===== config.mk =====
export PLATFORM = sky130hd
export DESIGN_NAME = bus_node_receiver_flat
export DESIGN_NICKNAME = d
export VERILOG_FILES = /design/src/rtl/bus_node_receiver_if.sv /design/src/rtl/bus_node_receiver.sv /design/src/flat_wrapper.sv
export SDC_FILE = /design/constraint.sdc
export NUM_CORES = 1
export LEC_CHECK = 0
export ABC_CLOCK_PERIOD_IN_PS = 2029
export CAP_MARGIN = 20
export CORE_AREA = 2 2 107 109
export DETAILED_ROUTE_END_ITERATION = 16
export DIE_AREA = 0 0 109 111
export GPL_ROUTABILITY_DRIVEN = 0
export GPL_TIMING_DRIVEN = 0
export PLACE_DENSITY = 0.78
export SLEW_MARGIN = 10
export SYNTH_ARGS = -nofsm -noshare
export SYNTH_HDL_FRONTEND = slang
export SYNTH_SLANG_ARGS = --single-unit
export TNS_END_PERCENT = 20

===== constraint.sdc =====
create_clock -name clock -period 2.03 [get_ports clock]
set_clock_uncertainty 0.05 [all_clocks]
set_input_delay 0.3045 -clock clock [delete_from_list [all_inputs] [get_ports clock]]
set_output_delay 0.3045 -clock clock [all_outputs]
set_load 0.05 [all_outputs]

===== src/rtl/bus_node_receiver_if.sv =====
// Bus-side signal bundle for bus_node_receiver: serial line in, latched frame and status pulses out.
interface bus_node_receiver_if;
  logic        bus_in;
  logic [63:0] data_out;
  logic [3:0]  sender_out;
  logic [3:0]  crc_out;
  logic        valid;
  logic        crc_err;
  logic        frame_err;
  logic        busy;

  modport master (
    output bus_in,
    input  data_out, sender_out, crc_out, valid, crc_err, frame_err, busy
  );

  modport slave (
    input  bus_in,
    output data_out, sender_out, crc_out, valid, crc_err, frame_err, busy
  );
endinterface


===== src/rtl/bus_node_receiver.sv =====
// Serial bus receiver: frames 78-bit packets, filters on destination, optionally checks CRC-4.
// Optional feature macro: BUS_RX_CRC_CHECK_EN (running CRC and crc_err pulse).
module bus_node_receiver #(
  parameter logic [3:0] NODE_ADDR = 4'd1
) (
  input  logic               clock,
  input  logic               reset,
  bus_node_receiver_if.slave bus
);

  localparam int unsigned ADDR_W = 4;
  localparam int unsigned DATA_W = 64;
  localparam int unsigned CRC_W  = 4;
  localparam int unsigned CNT_W  = 7;
  localparam int unsigned ST_W   = 3;

  localparam logic [ST_W-1:0] S_IDLE = 3'd0;
  localparam logic [ST_W-1:0] S_SRC  = 3'd1;
  localparam logic [ST_W-1:0] S_DST  = 3'd2;
  localparam logic [ST_W-1:0] S_DATA = 3'd3;
  localparam logic [ST_W-1:0] S_CRC  = 3'd4;
  localparam logic [ST_W-1:0] S_STOP = 3'd5;

  logic [ST_W-1:0]   r_state;
  logic [ST_W-1:0]   w_state_nxt;
  logic [CNT_W-1:0]  r_bit_cnt;
  logic [CNT_W-1:0]  w_bit_cnt_nxt;

  logic [ADDR_W-1:0] r_src;
  logic [ADDR_W-1:0] r_dst;
  logic [DATA_W-1:0] r_data;
  logic [CRC_W-1:0]  r_crc_rx;

  logic [DATA_W-1:0] r_data_out;
  logic [ADDR_W-1:0] r_sender_out;
  logic [CRC_W-1:0]  r_crc_out;
  logic              r_valid;
  logic              r_frame_err;
  logic              r_busy;

  logic              w_bit;
  logic              w_at_stop;
  logic              w_addr_hit;
  logic              w_crc_ok;
  logic              w_accept;

  assign w_bit      = bus.bus_in;
  assign w_at_stop  = (r_state == S_STOP);
  assign w_addr_hit = (r_dst == NODE_ADDR);

  // State register
  always_ff @(posedge clock) begin
    if (reset) begin
      r_state   <= S_IDLE;
      r_bit_cnt <= '0;
    end else begin
      r_state   <= w_state_nxt;
      r_bit_cnt <= w_bit_cnt_nxt;
    end
  end

  // Next-state logic: each field advances when its bit counter reaches the field length
  always_comb begin
    w_state_nxt   = r_state;
    w_bit_cnt_nxt = r_bit_cnt + CNT_W'(1);
    case (r_state)
      S_IDLE: begin
        w_bit_cnt_nxt = '0;
        if (w_bit) w_state_nxt = S_SRC;
      end
      S_SRC: begin
        if (r_bit_cnt == CNT_W'(ADDR_W - 1)) begin
          w_state_nxt   = S_DST;
          w_bit_cnt_nxt = '0;
        end
      end
      S_DST: begin
        if (r_bit_cnt == CNT_W'(ADDR_W - 1)) begin
          w_state_nxt   = S_DATA;
          w_bit_cnt_nxt = '0;
        end
      end
      S_DATA: begin
        if (r_bit_cnt == CNT_W'(DATA_W - 1)) begin
          w_state_nxt   = S_CRC;
          w_bit_cnt_nxt = '0;
        end
      end
      S_CRC: begin
        if (r_bit_cnt == CNT_W'(CRC_W - 1)) begin
          w_state_nxt   = S_STOP;
          w_bit_cnt_nxt = '0;
        end
      end
      S_STOP: begin
        w_state_nxt   = S_IDLE;
        w_bit_cnt_nxt = '0;
      end
      default: begin
        w_state_nxt   = S_IDLE;
        w_bit_cnt_nxt = '0;
      end
    endcase
  end

  // Field shift registers, MSB first
  always_ff @(posedge clock) begin
    if (reset) begin
      r_src    <= '0;
      r_dst    <= '0;
      r_data   <= '0;
      r_crc_rx <= '0;
    end else begin
      case (r_state)
        S_SRC:   r_src    <= {r_src[ADDR_W-2:0], w_bit};
        S_DST:   r_dst    <= {r_dst[ADDR_W-2:0], w_bit};
        S_DATA:  r_data   <= {r_data[DATA_W-2:0], w_bit};
        S_CRC:   r_crc_rx <= {r_crc_rx[CRC_W-2:0], w_bit};
        default: ;
      endcase
    end
  end

`ifdef BUS_RX_CRC_CHECK_EN
  localparam logic [CRC_W-1:0] CRC_POLY = 4'b0011;

  logic [CRC_W-1:0] r_crc_calc;
  logic             w_crc_fb;
  logic             w_crc_bit_en;
  logic             r_crc_err;

  assign w_crc_fb     = r_crc_calc[CRC_W-1] ^ w_bit;
  assign w_crc_bit_en = (r_state == S_SRC) || (r_state == S_DST) || (r_state == S_DATA);

  // Running CRC over src/dst/data, restarted on each start bit
  always_ff @(posedge clock) begin
    if (reset) begin
      r_crc_calc <= '0;
    end else if ((r_state == S_IDLE) && w_bit) begin
      r_crc_calc <= '0;
    end else if (w_crc_bit_en) begin
      r_crc_calc <= {r_crc_calc[CRC_W-2:0], 1'b0} ^ (w_crc_fb ? CRC_POLY : '0);
    end
  end

  assign w_crc_ok = (r_crc_calc == r_crc_rx);

  always_ff @(posedge clock) begin
    if (reset) begin
      r_crc_err <= 1'b0;
    end else begin
      r_crc_err <= w_at_stop && !w_bit && w_addr_hit && !w_crc_ok;
    end
  end

  assign bus.crc_err = r_crc_err;
`else
  assign w_crc_ok    = 1'b1;
  assign bus.crc_err = 1'b0;
`endif

  assign w_accept = w_at_stop && !w_bit && w_addr_hit && w_crc_ok;

  // Stop-bit decision: outputs only change here, pulses last one cycle
  always_ff @(posedge clock) begin
    if (reset) begin
      r_data_out   <= '0;
      r_sender_out <= '0;
      r_crc_out    <= '0;
      r_valid      <= 1'b0;
      r_frame_err  <= 1'b0;
      r_busy       <= 1'b0;
    end else begin
      r_valid     <= w_accept;
      r_frame_err <= w_at_stop && w_bit;
      r_busy      <= (w_state_nxt != S_IDLE);
      if (w_accept) begin
        r_data_out   <= r_data;
        r_sender_out <= r_src;
        r_crc_out    <= r_crc_rx;
      end
    end
  end

  assign bus.data_out   = r_data_out;
  assign bus.sender_out = r_sender_out;
  assign bus.crc_out    = r_crc_out;
  assign bus.valid      = r_valid;
  assign bus.frame_err  = r_frame_err;
  assign bus.busy       = r_busy;

endmodule


===== src/flat_wrapper.sv =====
// flat-port wrapper written by rule: the top's interface ports become plain ports
module bus_node_receiver_flat 
#(
  parameter logic [3:0] NODE_ADDR = 4'd1
)
  (clock, reset, bus_bus_in, bus_data_out, bus_sender_out, bus_crc_out, bus_valid, bus_crc_err, bus_frame_err, bus_busy);
  bus_node_receiver_if bus_i ();
  input  logic clock;
  input  logic reset;
  input wire logic [$bits(bus_i.bus_in)-1:0] bus_bus_in;
  output wire logic [$bits(bus_i.data_out)-1:0] bus_data_out;
  output wire logic [$bits(bus_i.sender_out)-1:0] bus_sender_out;
  output wire logic [$bits(bus_i.crc_out)-1:0] bus_crc_out;
  output wire logic [$bits(bus_i.valid)-1:0] bus_valid;
  output wire logic [$bits(bus_i.crc_err)-1:0] bus_crc_err;
  output wire logic [$bits(bus_i.frame_err)-1:0] bus_frame_err;
  output wire logic [$bits(bus_i.busy)-1:0] bus_busy;
  assign bus_i.bus_in = bus_bus_in;
  assign bus_data_out = bus_i.data_out;
  assign bus_sender_out = bus_i.sender_out;
  assign bus_crc_out = bus_i.crc_out;
  assign bus_valid = bus_i.valid;
  assign bus_crc_err = bus_i.crc_err;
  assign bus_frame_err = bus_i.frame_err;
  assign bus_busy = bus_i.busy;
  bus_node_receiver #(.NODE_ADDR(NODE_ADDR)) u_core (.clock(clock), .reset(reset), .bus(bus_i));
endmodule

==> metrics.md <==
| Metric | Value |
|---|---|
| Cell leakage power | `2.424 nW` |
| Via count of the first global-routing pass | `roughly 4700` |
| Post-synthesis sequential area ratio | `between 50% and 60%` |
| Flops & latches, synth | `around 160` |
| Area of combinational cells with multiple inputs | `approximately 2300 um^2` |
| Final HPWL from detailed placement | `8780 um` |
| Post-Syn Nets | `approximately 720` |
| Count of unique library cells instantiated by Yosys | `42` |
| Fin. max-slew vios | `0` |
| CTS hold repair buffers | `0` |
| Count of mapped cells out of synthesis | `712` |
| Number of enable flip-flop cells after synthesis | `0` |
| Fraction of layout cells with a size suffix above 1 | `7.213%` |
| Capture point of the worst reg-to-reg path | `u_core.bus.data_out[61]$_SDFFE_PP0P_` |
| Count of buffers from port buffering | `76` |
| Maximum VDD drop | `about 530 uV` |
| Clock Tree Root | `sky130_fd_sc_hd__clkbuf_16` |
| Detail Route Antenna Nets | `0` |
| Number of remaining DRC errors | `0` |
| Clock period minus final worst setup slack | `roughly 2.0 ns` |
| Width of the die | `roughly 110 um` |
| Synth Flop Type | `sky130_fd_sc_hd__dfxtp_1` |
| Fmax | `a little over 0.5 GHz` |
| Nature of the critical path endpoint | `primary output` |
| Via count of the routed design | `4923` |
| CTS HTree Levels | `4` |
| Clock slew at reported path FFs | `roughly 0.060 ns` |
| Deepest clock path buffer count | `2` |
| Global-route wire length before repair | `approximately 21000 um` |
| CP max stage delay | `roughly 0.86 ns` |
| Diode insertion count for antenna repair | `0` |
| Yosys warning count | `0` |
| Insertion delay of the later-clocked pin in the worst-skew pair | `~0.42 ns` |
| Max-cap viol count | `0` |
| Final hold vios | `0` |
| Ratio of total power to cell area | `between 800 and 900 nW/um^2` |
| Hold worst-path end | `u_core.r_state[1]$_SDFF_PP0_` |
| DIE HEIGHT | `around 110 um` |
| Worst-Margin Slew | `0.6269 ns` |
| Fraction of registers with async set/reset | `0%` |
| Final non-filler cell total | `961` |
| Cells along the critical path | `clkdlybuf4s50_1` |
| Run status | `complete, no violations` |
| Period utilisation layout | `between 90% and 100%` |
| Number of buffers and inverters on the critical path | `1` |
| Worst rel slew slack | `58.21%` |
| Worst-path fanout max | `2` |
| CTS buffer count | `17` |
| Clock sink count | `about 160` |
| Post-CTS setup buffer count | `0` |
| Number of cells on the worst hold path | `3` |
| Initial DRC count | `roughly 200` |
| Initial core utilization | `between 50% and 60%` |
| CP max-delay cell | `sky130_fd_sc_hd__clkdlybuf4s50_1` |
| Mapped Avg Cell Area | `between 8 and 9 um^2` |
| Setup repair after global routing missed its margin | `yes` |
| I/O pin count | `between 70 and 80` |
| CP delay by family, top | `buffers and inverters` |
| Class of the tightest hold or removal check | `input pin to flip-flop` |
| Total setup violations reported at the end of the flow | `0` |
| Setup total negative slack | `0 ns` |
| Nature of the critical path startpoint | `flip-flop` |
| Critical setup path kind | `flip-flop to primary output` |
| Worst endpoint required time | `1.68 ns` |
| Area of all sequential standard cells | `around 3200 um^2` |
| Standard-cell row count | `39` |
| Core ar. | `roughly 11000 um^2` |
| WL final | `approximately 13000 um` |
| Number of resized instances in the post-cts repair step | `2` |
| Worst endpoint data arrival time | `about 1.6 ns` |
| Most frequent standard cell in the layout excluding fill and tap cells | `sky130_fd_sc_hd__nand2_1` |
| FF-to-FF setup slack | `between 0.1 and 0.15 ns` |
| Clock tree from TritonCTS | `yes` |
| 1st-pass router iterations | `6` |
| Vias per inst | `5.123` |
| Worst hold slack after final layout | `0.2811 ns` |
| Reg-to-Reg Start | `u_core.r_dst[3]$_SDFFE_PP0P_` |
| # fillers | `between 900 and 1000` |
| Combined global-route utilization of all metal layers | `between 20% and 30%` |
| Total overflow reported by the global router | `0` |
| Pin count of the biggest net entering global routing | `17` |
| Post-synth design cell area | `about 5800 um^2` |
| Most frequent cells in the layout | `sky130_fd_sc_hd__nand2_1 (279), sky130_fd_sc_hd__dfxtp_1 (161), sky130_fd_sc_hd__a21oi_1 (139), sky130_fd_sc_hd__clkdlybuf4s50_1 (75), sky130_fd_sc_hd__clkbuf_1 (29)` |
| Hold wc startpoint | `reset` |
| Die area | `about 12000 um^2` |
| Cells on worst reg2reg path | `5` |
| Placed cell count | `roughly 930` |
| Nets | `slightly above 800` |
| Initial antenna violation count | `0` |
| Syn-to-layout area delta | `26.16%` |
| DR WL/cell | `roughly 13 um` |
area by class of cell:
| cell class | instances | area share (%) |
|---|---|---|
| Buffer | 51 | 4.279 |
| Clock buffer | 22 | 6.300 |
| Clock inverter | 9 | 1.477 |
| Inverter | 3 | 0.1528 |
| Multi-Input combinational cell | 496 | 31.31 |
| Sequential cell | 161 | 43.74 |
| Tap cell | 143 | 2.428 |
| Timing Repair Buffer | 76 | 10.31 |
stage by stage:
stage	util, %	setup WS [ns]	cell area [um^2]	total power, mW
6_report	66.52	0.04650	7368	6.384
5_1_grt	66.52	-0.02952	7368	6.597
4_1_cts	66.38	0.03337	7353	6.414
3_5_place_dp	61.21	-0.4655	6780	3.372
2_1_floorplan	-	0.2978	5841	3.335
3_3_place_gp	61.21	-0.4065	6780	3.369
sequential cells by signal, indices dropped and copies added, names as in the netlist:
signal                 flops
u_core.bus.valid           1
u_core.bus.frame_err       1
u_core.r_dst               4
u_core.r_state             3
u_core.r_crc_rx            4
u_core.bus.busy            1
u_core.r_src               4
u_core.bus.sender_out      4
u_core.bus.data_out       64
u_core.r_bit_cnt           7
u_core.bus.crc_out         4
u_core.r_data             64
synthesized netlist by cell type (all sizes together), types with 2 or more instances:
library cell  number  area [um^2]
nand2            279         1047
dfxtp            161         3223
a21oi            141        705.7
clkbuf            30        112.6
buf               22        202.7
nor2              21        78.83
mux2i              8        80.08
nor3               4        31.28
o21ai              4        20.02
inv                3        11.26
nor2b              3        18.77
nor3b              3        32.53
xnor2              3        26.28
a2111o             2        22.52
and3               2        12.51
nand2b             2        12.51
nand3              2        10.01
nand3b             2        15.01
or4b               2        23.77
xor2               2        17.52
power by group:
| part | leakage, nW | internal (mW) | switching [mW] |
|---|---|---|---|
| clock network | 0.280 | 1.87 | 1.21 |
| logic | 0.847 | 0.0309 | 0.0984 |
| registers | 1.30 | 3.17 | 0.00504 |
worst max path at each step:
| stage | cells after the start | startpoint | to | slack (ns) |
|---|---|---|---|---|
| finish | 1 | u_core.bus.data_out[61]$_SDFFE_PP0P_ | bus_data_out[61] | 0.05 |
| global route | 5 | u_core.r_dst[3]$_SDFFE_PP0P_ | u_core.bus.data_out[21]$_SDFFE_PP0P_ | -0.03 |
| CTS | 1 | u_core.bus.data_out[61]$_SDFFE_PP0P_ | bus_data_out[61] | 0.03 |
| detailed placement | 6 | bus_bus_in | u_core.bus.data_out[61]$_SDFFE_PP0P_ | -0.47 |
| global placement | 6 | bus_bus_in | u_core.bus.data_out[54]$_SDFFE_PP0P_ | -0.41 |
| floorplan | 6 | u_core.r_dst[3]$_SDFFE_PP0P_ | u_core.bus.data_out[26]$_SDFFE_PP0P_ | 0.30 |
cells by family (layout without fill, tap and decap cells):
| group | count (synthesis) | after routing | share of synthesized area, % |
|---|---|---|---|
| DFF | 161 | 161 | 55.18 |
| and+or+nand+nor | 327 | 327 | 22.96 |
| muxes | 8 | 8 | 1.371 |
| other | 1 | 1 | 0.06421 |
| adders and majority gates | 1 | 1 | 0.2142 |
| buffers and inverters | 55 | 161 | 5.591 |
| xor gates and xnor gates | 5 | 5 | 0.7499 |
| AOI/OAI and AO/OA | 154 | 154 | 13.86 |
metal layers:
metal	part of all wire, %	vias up	track usage, %	wire (um)
met4	1.8	0	7.350	230
met3	3.7	21	5.820	477
li1	-	2513	-	-
met1	45	2283	28.64	5828
met5	0	-	0	0
met2	49	106	36.15	6278
Power figures use the tool's default switching activity.
